### config.mk
export PLATFORM = sky130hd
export DESIGN_NAME = fetch_stage
export DESIGN_NICKNAME = d
export VERILOG_FILES = /design/src/rtl/fetch_stage.sv
export SDC_FILE = /design/constraint.sdc
export NUM_CORES = 1
export LEC_CHECK = 0
export CORE_ASPECT_RATIO = 1.25
export CORE_MARGIN = 4
export CORE_UTILIZATION = 46
export CTS_CLUSTER_DIAMETER = 200
export CTS_CLUSTER_SIZE = 24
export DETAILED_ROUTE_END_ITERATION = 16
export GPL_TIMING_DRIVEN = 1
export PLACE_DENSITY = 0.76
export SLEW_MARGIN = 20
export SYNTH_ARGS = -nofsm -noshare
export SYNTH_HDL_FRONTEND = slang
export SYNTH_SLANG_ARGS = --single-unit
### constraint.sdc
create_clock -name clk -period 19 [get_ports clk]
set_input_delay 3.8 -clock clk [delete_from_list [all_inputs] [get_ports clk]]
set_output_delay 3.8 -clock clk [all_outputs]
set_load 0.03 [all_outputs]
### src/rtl/fetch_stage.sv
// Instruction fetch stage: owns the PC, reads a 1-cycle-latency imem, and feeds decode via an output reg plus a 1-entry skid.
// Define FETCH_PERF_EN to add the perf_fetched / perf_stall counters.
module fetch_stage #(
  parameter int                XLEN     = 32,
  parameter logic [XLEN-1:0]   RESET_PC = 32'h0000_0000,
  parameter logic [31:0]       NOP_INSN = 32'h0000_0013
) (
  input  logic            clk,
  input  logic            rst,
  input  logic            fetch_en,
  output logic            imem_en,
  output logic [XLEN-1:0] imem_addr,
  input  logic [31:0]     imem_rdata,
  input  logic            redirect_valid,
  input  logic [XLEN-1:0] redirect_pc,
  output logic            insn_valid,
  input  logic            insn_ready,
  output logic [31:0]     insn_out,
  output logic [XLEN-1:0] pc_out
`ifdef FETCH_PERF_EN
  ,
  output logic [31:0]     perf_fetched,
  output logic [31:0]     perf_stall
`endif
);

  typedef enum logic [1:0] {BOOT, RUN, SKID} state_t;

  state_t          r_state;
  state_t          w_stateNext;

  logic [XLEN-1:0] r_pc;
  logic [XLEN-1:0] r_reqPc;
  logic            r_inflight;

  logic            r_outValid;
  logic [31:0]     r_outInsn;
  logic [XLEN-1:0] r_outPc;

  logic            r_skidValid;
  logic [31:0]     r_skidInsn;
  logic [XLEN-1:0] r_skidPc;

  logic            w_consume;
  logic            w_resp;
  logic            w_issue;
  logic            w_outFree;

  assign w_consume = r_outValid && insn_ready;
  assign w_resp    = r_inflight;
  assign w_outFree = !r_outValid || w_consume;

  // Hold off a request whose response would find both out-reg and skid occupied.
  assign w_issue = (r_state == RUN) && fetch_en && !redirect_valid &&
                   !(r_inflight && r_outValid && !insn_ready);

  assign imem_en    = w_issue;
  assign imem_addr  = r_pc;
  assign insn_valid = r_outValid;
  assign insn_out   = r_outValid ? r_outInsn : NOP_INSN;
  assign pc_out     = r_outPc;

  always_ff @(posedge clk or posedge rst) begin
    if (rst) begin
      r_state <= BOOT;
    end else begin
      r_state <= w_stateNext;
    end
  end

  always_comb begin
    w_stateNext = r_state;
    case (r_state)
      BOOT: w_stateNext = RUN;
      RUN:  if (w_resp && r_outValid && !insn_ready) w_stateNext = SKID;
      SKID: if (w_consume) w_stateNext = RUN;
      default: w_stateNext = BOOT;
    endcase
    if (redirect_valid) begin
      w_stateNext = RUN;
    end
  end

  always_ff @(posedge clk or posedge rst) begin
    if (rst) begin
      r_pc        <= {RESET_PC[XLEN-1:2], 2'b00};
      r_reqPc     <= '0;
      r_inflight  <= 1'b0;
      r_outValid  <= 1'b0;
      r_outInsn   <= NOP_INSN;
      r_outPc     <= '0;
      r_skidValid <= 1'b0;
      r_skidInsn  <= NOP_INSN;
      r_skidPc    <= '0;
    end else if (redirect_valid) begin
      r_pc        <= {redirect_pc[XLEN-1:2], 2'b00};
      r_inflight  <= 1'b0;
      r_outValid  <= 1'b0;
      r_outInsn   <= NOP_INSN;
      r_skidValid <= 1'b0;
    end else begin
      r_inflight <= w_issue;
      if (w_issue) begin
        r_pc    <= r_pc + XLEN'(4);
        r_reqPc <= r_pc;
      end
      // Skid drains first so program order is preserved.
      if (r_skidValid && w_outFree) begin
        r_outValid  <= 1'b1;
        r_outInsn   <= r_skidInsn;
        r_outPc     <= r_skidPc;
        r_skidValid <= w_resp;
        if (w_resp) begin
          r_skidInsn <= imem_rdata;
          r_skidPc   <= r_reqPc;
        end
      end else if (w_resp && w_outFree) begin
        r_outValid <= 1'b1;
        r_outInsn  <= imem_rdata;
        r_outPc    <= r_reqPc;
      end else if (w_resp) begin
        r_skidValid <= 1'b1;
        r_skidInsn  <= imem_rdata;
        r_skidPc    <= r_reqPc;
      end else if (w_consume) begin
        r_outValid <= 1'b0;
      end
    end
  end

`ifdef FETCH_PERF_EN
  logic [31:0] r_perfFetched;
  logic [31:0] r_perfStall;

  // A transfer coinciding with a redirect still counts as accepted.
  always_ff @(posedge clk or posedge rst) begin
    if (rst) begin
      r_perfFetched <= '0;
      r_perfStall   <= '0;
    end else begin
      if (r_outValid && insn_ready) r_perfFetched <= r_perfFetched + 32'd1;
      if (r_outValid && !insn_ready) r_perfStall <= r_perfStall + 32'd1;
    end
  end

  assign perf_fetched = r_perfFetched;
  assign perf_stall   = r_perfStall;
`endif

endmodule

# Word level (Yosys, flattened, before mapping)

Cells that the tools add are included.

Register bits: 197
Input port bits: 69
Output and inout port bits: 98
Word-level logic and storage cells: 72

$add $sub $neg: 1
Eq/ne operators: 7
Mux-type cells: 28
Bitwise gates (word level): 1
Reduce and logical (&&, ||, !) cells: 25

Operator list:

| operator              | count |
|---|---|
| $mux 32               | 14 |
| $add 32x3->32 const B | 1 |
| $reduce_and 2->1      | 6 |
| $mux 1                | 10 |
| $logic_and 1x1->1     | 8 |
| $mux 2                | 3 |
| $ne 3x3->1 const B    | 2 |
| $pmux 2 s3            | 1 |
| $reduce_bool 3->1     | 2 |
| $logic_not 1->1       | 4 |
| $ne 4x2->1 const B    | 1 |
| $reduce_bool 2->1     | 2 |
| $reduce_bool 4->1     | 1 |
| $ne 3x2->1 const B    | 1 |
| $eq 2x1->1 const B    | 1 |
| $eq 2x2->1 const B    | 1 |
| $logic_not 2->1       | 1 |
| $ne 2x2->1 const B    | 1 |
| $logic_or 1x1->1      | 1 |
| $not 1->1             | 1 |

# Longest topological paths before layout

Gate-level depths: netlist of run 1.

Word-level depth: 6
Gate-level depth with buffers: 8
Mapped depth without buffers: 6

# Worst setup path before layout of run 1

OpenSTA, ideal clock, no wires.

Path kind: input port to output port
Start point: input port insn_ready
End point: output port imem_en
Arrival: 4991 ps
Data required time: 15200 ps
Path slack: 10209 ps
Stages on the path: 6
Buffers on the path: 3
Cells stage by stage: nor2b_1 > a21o_2 > buf_6 > clkbuf_1 > clkbuf_1 > inv_1

Cells in the longest elaborated chain, start to end: 4

Ends and longest elaborated chain:

| item              | line | RTL |
|---|---|---|
| start, declared   | 17   | `input logic insn_ready,` |
| $logic_not 1->1   | 55   | `!(r_inflight && r_outValid && !insn_ready);` |
| $logic_and 1x1->1 | 55   |  |
| $logic_not 1->1   | 55   |  |
| $logic_and 1x1->1 | 54   | `assign w_issue = (r_state == RUN) && fetch_en && !redirect_valid &&` |
| end, declared     | 11   | `output logic imem_en,` |

Every way passes these cells.

# Worst setup path after layout of run 1

Ends and elaborated chain as after synthesis.

==> flow_summary.toml, run 1 <==
[setup_path]
crit_type = "input pin to output port"
worstPathArrival_ns = 6.02
crit_path_frequent_cell = "clkdlybuf4s50_1"
slowest_stage = "clkdlybuf4s50_1"
start_kind = "input pin"
critical_path.top_delay_family = "buffers and inverters"
end_kind = "output port"
path_buf_inv = 4
cp_data_required_time_ns = 15.20
path_cells = "clkdlybuf4s50_1, nor2b_1, a21o_2, buf_4, inv_1, clkdlybuf4s50_1"
path_max_fanout = 64
slowest_delay_ns = 0.61

[synth]
synth_warnings = 0
syn_avg_cell_area_um2 = 10.2
synth_cells = 842
synth_top_area_share_pct = 53.1
yosysSeqAreaShare_pct = 54.9
yosysMostFrequentCell = "dfrtp_1"
synth_top_cell_by_area = "dfrtp_1"
synth_edf_count = 0
synthFlopType = "dfrtp_1"
synthTopCellsByArea = "dfrtp_1 (53%), mux2_2 (8.2%), nand2_1 (6.6%), mux2i_1 (4.2%), nor2_1 (3.4%)"
synth_seq_cells = 189
netlist_area_mm2 = 0.00862
synth_common_cells = "dfrtp_1 (183), nand2_1 (151), nor2_1 (79)"
async_reset_ff_share_pct = 100
synth_cell_type_count = 49

[drt]
ant_nets = 0
vias = 6668
remaining_drc_errors = 0
firstDrtPassIters = 4
via_per_inst = 5.51
drt_iter0_markers = 442
wl_per_cell_um = 17.5
wirelength_mm = 21.1

[grt]
grt_pass1_vias = 6685
grt_antenna_before_repair = 1
overflow = 0
grt_pass1_wl_mm = 34.5
grt_max_degree = 111
grt_usage_pct = 20.7

[place]
io_buffers = 160
place.gp.congestion = 0.779
placed_cell_area_mm2 = 0.0103
place.detailed.hpwl_mm = 13.3
place_inst = 1178

[clock_tree]
post_cts_buffers = 0
post_cts_resized = 0
ctsHoldBuffers = 0
tritoncts = "built"
cts_sinks = 189
cts_root_buf = "clkbuf_16"
max-clock-path-buffers = 2
numCtsBuffers = 17
clkLatencyLatePin_ns = 0.43
path_clk_slew_ns = 0.07
htreeDepth = 4

[final_layout]
antenna_cells = 0
layout.cells.non_filler = 1210
final_cell_area_mm2 = 0.0109
final_nets = 1039
utilization_pct = 59.8
syn2layout_area_growth_pct = 26.6
drive_gt1_share_pct = 12.4

[sta]
fmax_mhz = 102
final_hold_viol_count = 0
slew_viol_final = 0
tns_ns = 0
period_minus_slack_ns = 9.82
rsz0062_at_grt = "false"
skew_ns = 0.0109
slew_headroom_pct = 32.1
setup_viol = 0
period_share_pct = 51.7
tightest_slew_ns = 1.02

[die]
core_area_mm2 = 0.0182
ioPinCount = 167
start_util_pct = 47.3
die_w_um = 130
fp.dieH_um = 161
rows = 55
die_area_mm2 = 0.0210

[power_and_ir_drop]
leakagePower_nw = 5.04
powerDensity_mw_per_mm2 = 99.7
vdd_drop_max_v = 0.0000557

[run]
max_cap_violations = 0

[worst_hold_path]
hold_class = "flop to flop"

[run_status]
status = "finished clean"
-- placed cells by master (no fill, tap or decap), types with 6 or more instances in the layout --
cell type	synthesis	layout
a21oi_1	38	38
a221o_1	8	8
a311oi_1	29	29
and2_1	29	29
buf_4	4	8
clkbuf_16	0	17
clkdlybuf4s50_1	0	159
dfrtp_1	183	182
dfstp_2	6	6
inv_1	7	6
mux2_2	63	63
mux2i_1	36	36
nand2_1	151	150
nand2b_1	8	7
nand3_1	46	46
nand4_1	10	10
nor2_1	79	77
nor3_1	6	6
o211ai_1	10	10
o21ai_0	20	20
o311ai_0	6	6
-- flip-flops by register name (all words and copies together) (netlist names) --
name,cells
pc_out,30
r_skidInsn,32
r_state,2
insn_valid,1
r_skidPc,30
r_inflight,1
r_skidValid,1
r_reqPc,30
imem_addr,30
r_outInsn,32
-- area by class of cell --
type,count,area (um^2)
clock buffers,18,429
clock inverters,14,151
fillers,1504,7320
inverters,8,37.5
multi-input cells,584,3600
flip-flops and latches,189,4740
well taps,228,285
repair buffers,169,1670
-- per-layer routing --
layer / share of wire, % / wire length, um / GRT usage, %
met4: 2.0 / 429 / 7.39
met1: 44 / 9290 / 27.0
met3: 3.2 / 683 / 3.34
met5: 0.033 / 7 / 0
met2: 51 / 10700 / 35.0
-- report_power, final --
| group | internal (mW) | total [mW] | switching [mW] |
|---|---|---|---|
| Clock | 0.186 | 0.350 | 0.164 |
| Sequential | 0.466 | 0.513 | 0.0474 |
| Combinational | 0.102 | 0.225 | 0.123 |
-- logic make-up after synthesis --
family          count (synthesis)  share of synthesized area (%)
compound gates                130                           10.4
flops                         189                           54.9
other cells                     1                         0.0435
mux                            99                           12.4
simple gates                  350                           18.3
fa+ha+maj                       1                          0.145
buf+inv                        72                           3.72
-- worst paths after layout --
| path | slack, ns | startpoint | depth (start not counted) | to |
|---|---|---|---|---|
| worst max-delay path | 9.18 | insn_ready | 6 | imem_en |
| worst min-delay path | 0.50 | r_outInsn[0] | 2 | r_outInsn[0] |
| worst max register to register | 15.57 | insn_valid | 8 | imem_addr[17] |
| worst min register to register | 0.50 | r_outInsn[0] | 2 | r_outInsn[0] |
| max in group asynchronous | 13.90 | rst | 3 | r_inflight |
| min in group asynchronous | 3.92 | rst | 2 | r_outInsn[30] |
-- stage by stage --
stage / hold slack [ns] / total power, mW / setup slack [ns]
global route: 0.512 / 1.14 / 9.02
global placement: 0.480 / 0.739 / 9.14
CTS: 0.501 / 1.10 / 9.17
finish: 0.497 / 1.09 / 9.18
floorplan: 0.464 / 0.649 / 10.07
detailed placement: 0.485 / 0.747 / 9.17
-- worst register-to-register path: cells and delay by family (launching register included) --
kind,cells,cell delay (ns)
AOI/OAI and AO/OA,4,0.73
buffers and inverters,3,1.44
DFF,1,0.76
and+or+nand+nor,1,0.40
Power figures use the tool's default switching activity.
==> run 2, diff against run 1 <==
==> constraint.sdc (replaced) <==
create_clock -name clk -period 9.8 [get_ports clk]
set_input_delay 1.96 -clock clk [delete_from_list [all_inputs] [get_ports clk]]
set_output_delay 1.96 -clock clk [all_outputs]
set_load 0.03 [all_outputs]
==> run 2 against run 1 <==
Against the previous run:
- first-iteration DRC count increased by 27%
- combinational power increased by 94%
- non-clock buffer count increased by 1
- final cell count about the same
- cell area increased by 0.41%
- clock power increased by 99%
- via count increased by 0.91%
- global-route usage decreased by 0.24 points
- setup slack got worse by 5.6 ns
- sequential cell count unchanged
- highest routed layer unchanged
==> flow_summary.toml, run 2 (synthesis gave the netlist of run 1 again) <==
[power_and_ir_drop]
leakagePower_nw = 5.06
internal-power_mw = 1.47
power.switching_mw = 0.659
powerDensity_mw_per_mm2 = 194
power_frac_clock_pct = 32.8
share_seq_of_total_power_pct = 46.7
vdd_drop_max_v = 0.000106
switching_share_pct = 31.0
power_frac_comb_pct = 20.5

[die]
start_util_pct = 47.3
fp.dieH_um = 161
ioPinCount = 167
die_area_mm2 = 0.0210
die_w_um = 130
rows = 55
core_area_mm2 = 0.0182

[final_layout]
syn2layout_area_growth_pct = 27.1
final_nets = 1040
antenna_cells = 0
most-common-layout-cells = "dfrtp_1 (182), clkdlybuf4s50_1 (159), nand2_1 (150)"
layout_commonest_cell = "dfrtp_1"
reg_top3 = "r_outInsn x32, r_skidInsn x32"
drive_gt1_share_pct = 12.5
utilization_pct = 60.1

[sta]
final_hold_viol_count = 0
slew_headroom_pct = 32.9
skew_ns = 0.0131
period_minus_slack_ns = 6.21
slew_viol_final = 0
setup_ws_ns = 3.59
setup_viol = 0
rsz0062_at_grt = "false"
tightest_slew_ns = 1.01
period_share_pct = 63.4
fmax_mhz = 161
tns_ns = 0

[clock_tree]
tritoncts = "built"
cts_sinks = 189
ctsHoldBuffers = 0
post_cts_resized = 0
htreeDepth = 4
post_cts_buffers = 0
cts_root_buf = "clkbuf_16"
max-clock-path-buffers = 2
numCtsBuffers = 17
path_clk_slew_ns = 0.07
clkLatencyLatePin_ns = 0.43

[setup_path]
path_max_fanout = 67
start_kind = "input pin"
r2r-start = "insn_valid"
r2r_setup_slack_ns = 6.33
reg2reg_depth = 8
slowest_delay_ns = 0.62
worstPathArrival_ns = 4.25
path_cells = "buf_2, buf_4, nand4bb_1, a21o_2, buf_4, inv_1, clkdlybuf4s50_1"
crit_path_frequent_cell = "buf_4"
cp-startpoint = "redirect_valid"
slowest_stage = "clkdlybuf4s50_1"
end_kind = "output port"
crit_type = "input pin to output port"
cp_data_required_time_ns = 7.84
r2r-end = "imem_addr[17]"

[place]
place.detailed.hpwl_mm = 13.4
post-place-ws_ns = 3.59
place.gp.congestion = 0.790
io_buffers = 160

[grt]
grt_antenna_before_repair = 1
overflow = 0
grt_max_degree = 113
grt_pass1_wl_mm = 34.7
grt_pass1_vias = 6817
grt_usage_pct = 20.5

[drt]
ant_nets = 0
drt_iter0_markers = 560
firstDrtPassIters = 5
wl_per_cell_um = 17.4
remaining_drc_errors = 0
wirelength_mm = 21.1
vias = 6729
via_per_inst = 5.56

[run]
max_cap_violations = 0

[worst_hold_path]
whs_endpoint = "r_outInsn[1]"
holdPathStages = 2
hp-start = "r_outInsn[1]"
hold_class = "flop to flop"

[run_status]
status = "finished clean"
run 2: cell type report:
type / instances / area [um^2]
inverter: 8 / 37.5
timing repair buffer: 170 / 1690
clock inverter: 14 / 173
sequential: 189 / 4740
clock buffer: 18 / 429
tap: 228 / 285
multi-input combinational: 584 / 3600
fill: 1552 / 7280
run 2: worst max-delay path by stage:
stage	end	slack (ns)	depth (start not counted)
global placement	imem_en	3.57	7
detailed placement	imem_en	3.59	7
CTS	imem_en	3.58	7
floorplan	imem_addr[10]	2.71	1
finish	imem_en	3.59	7
global route	imem_en	3.45	7
run 2: critical path, delay by kind of cell:
kind	cells	cell delay [ns]
AOI/OAI and AO/OA	1	0.09
and+or+nand+nor	1	0.23
buffers and inverters	5	1.93
run 2: power groups by stage:
stage / Clock (mW) / Combinational, mW / Sequential (mW)
after floorplan: 0 / 0.185 / 1.07
after CTS: 0.710 / 0.441 / 0.994
after global routing: 0.743 / 0.476 / 1.01
final: 0.697 / 0.436 / 0.994
after global placement: 0 / 0.431 / 1.00
after detailed placement: 0 / 0.440 / 1.01
run 2: through the flow:
step                      cells  power (mW)  area, um^2  hold WS [ns]
after global placement     1178        1.43       10300         0.480
final                      1211        2.13       11000         0.495
after CTS                  1210        2.15       10900         0.499
after global routing       1211        2.23       11000         0.518
after detailed placement   1178        1.45       10300         0.484
after floorplan             845        1.26        8630         0.464
run 2: routing by layer:
metal  part of all wire, %  GRT usage (%)
met1                    43           27.3
met2                    51           34.7
met3                   3.5           2.58
met4                   2.0           6.69
met5                 0.062              0
==> RTL edit: new RTL, flow settings as in run 2 <==
Set the parameter `XLEN` to 48 (it was 32).
--- a/src/rtl/fetch_stage.sv
+++ b/src/rtl/fetch_stage.sv
@@ -2,5 +2,5 @@
 // Define FETCH_PERF_EN to add the perf_fetched / perf_stall counters.
 module fetch_stage #(
-  parameter int                XLEN     = 32,
+  parameter int                XLEN     = 48,
   parameter logic [XLEN-1:0]   RESET_PC = 32'h0000_0000,
   parameter logic [31:0]       NOP_INSN = 32'h0000_0013
Ports: changed (resized imem_addr, pc_out and redirect_pc); port bits go from 167 to 215. No check against the original RTL was run, so the function may have changed too.
==> RTL edit against run 2 <==
  * Power rose by 20%
  * Synthesized area increased by 34%
  * Critical path depth is 1 lower
  * Largest power group unchanged
  * Register-to-register slack improved by 0.32 ns
  * Highest routed layer is now met4
  * Final area is 30% higher
  * Sequential cell count grew 64
  * Routed wire length increased by 33%
  * Worst setup slack improved by 0.57 ns
  * Critical path type unchanged
  * Sequential share of layout area up 1.1 points
  * Non-clock buffer count grew 48
==> RTL edit: results (changes against run 2) <==
Status
  • Run status: completed (unchanged)

Cells and area
  • Fillers: 2094 (was 1552)
  • Share of cells above drive strength 1: 0.102 (was 0.125)
  • Nets: 1357 (was 1040)

Hold path
  • Hold Path Sink: r_outInsn[17]$_DFFE_PP0P_ (was r_outInsn[1]$_DFFE_PP1P_)
  • Hold path start: r_outInsn[17]$_DFFE_PP0P_ (was r_outInsn[1]$_DFFE_PP1P_)

Pwr
  • Sw Pwr: 0.790 mW (was 0.659 mW)
  • Share of power burned in registers: 0.525 (was 0.467)

Drt
  • Routed met2 length: 13.3 mm (was 10.8 mm)
  • Routed wl met3: 1.57 mm (was 735 um)
  • Max layer used: met4 (was met5)
  • M1 WL: 12.8 mm (was 9.12 mm)
  • Initial drt markers: 631 (was 560)

Clocking
  • Htree depth: 1 (was 4)
  • Clk Latency, worst-skew pair: 0.48 ns (was 0.43 ns)
  • CTS max path bufs: 3 (was 2)

Global routing
  • Global Route met2 Usage: 0.328 (was 0.347)
  • Vias in the first global route: 8600 (was 6817)

Yosys
  • Register area share after synthesis: 0.549 (about the same)
  • Top cells by count, synth: nand2_1 (267), dfrtp_1 (247), o21ai_0 (101) (was dfrtp_1 (183), nand2_1 (151), nor2_1 (79))
  • Synth Area in Compound Gates: 0.0980 (was 0.104)
  • Mux share of post-synthesis cell area: 0.155 (was 0.124)
  • Unique cell type count in the Yosys netlist: 55 (was 49)

Worst setup path
  • WP data arrival: 3.68 ns (was 4.25 ns)
  • Crit Path Max Fanout: 61 (was 67)

Timing
  • Worst Skew: 0.0153 ns (was 0.0131 ns)
  • Min Hold Slack: 0.477 ns (was 0.495 ns)
## RTL edit: changes by cell type after synthesis, sizes merged, moves of 10 or more
| cell | change |
|---|---|
| nand3 | -21 |
| nor2 | -56 |
| o21ai | +80 |
| buf | +16 |
| a311oi | -29 |
| dfrtp | +64 |
| mux2i | +54 |
| o211ai | +10 |
| nand2 | +117 |
| mux2 | +16 |
| a21oi | -26 |
## RTL edit: final cells by class
cell class	instances	area [um^2]	share of cell area
Antenna cell	1	2.50	0.000175
Clock buffer	23	405	0.0284
Clock inverter	1	16.3	0.00114
Inverter	15	63.8	0.00447
Multi-Input combinational cell	769	4880	0.342
Sequential cell	253	6340	0.444
Tap cell	330	413	0.0289
Timing Repair Buffer	218	2170	0.152
## RTL edit: through the flow
step,worst slack (ns),area [um^2],cells
floorplan,0.893,11500,1109
global placement,4.17,13800,1584
detailed placement,4.14,13800,1584
CTS,4.14,14300,1608
global route,4.07,14300,1609
finish,4.16,14300,1610
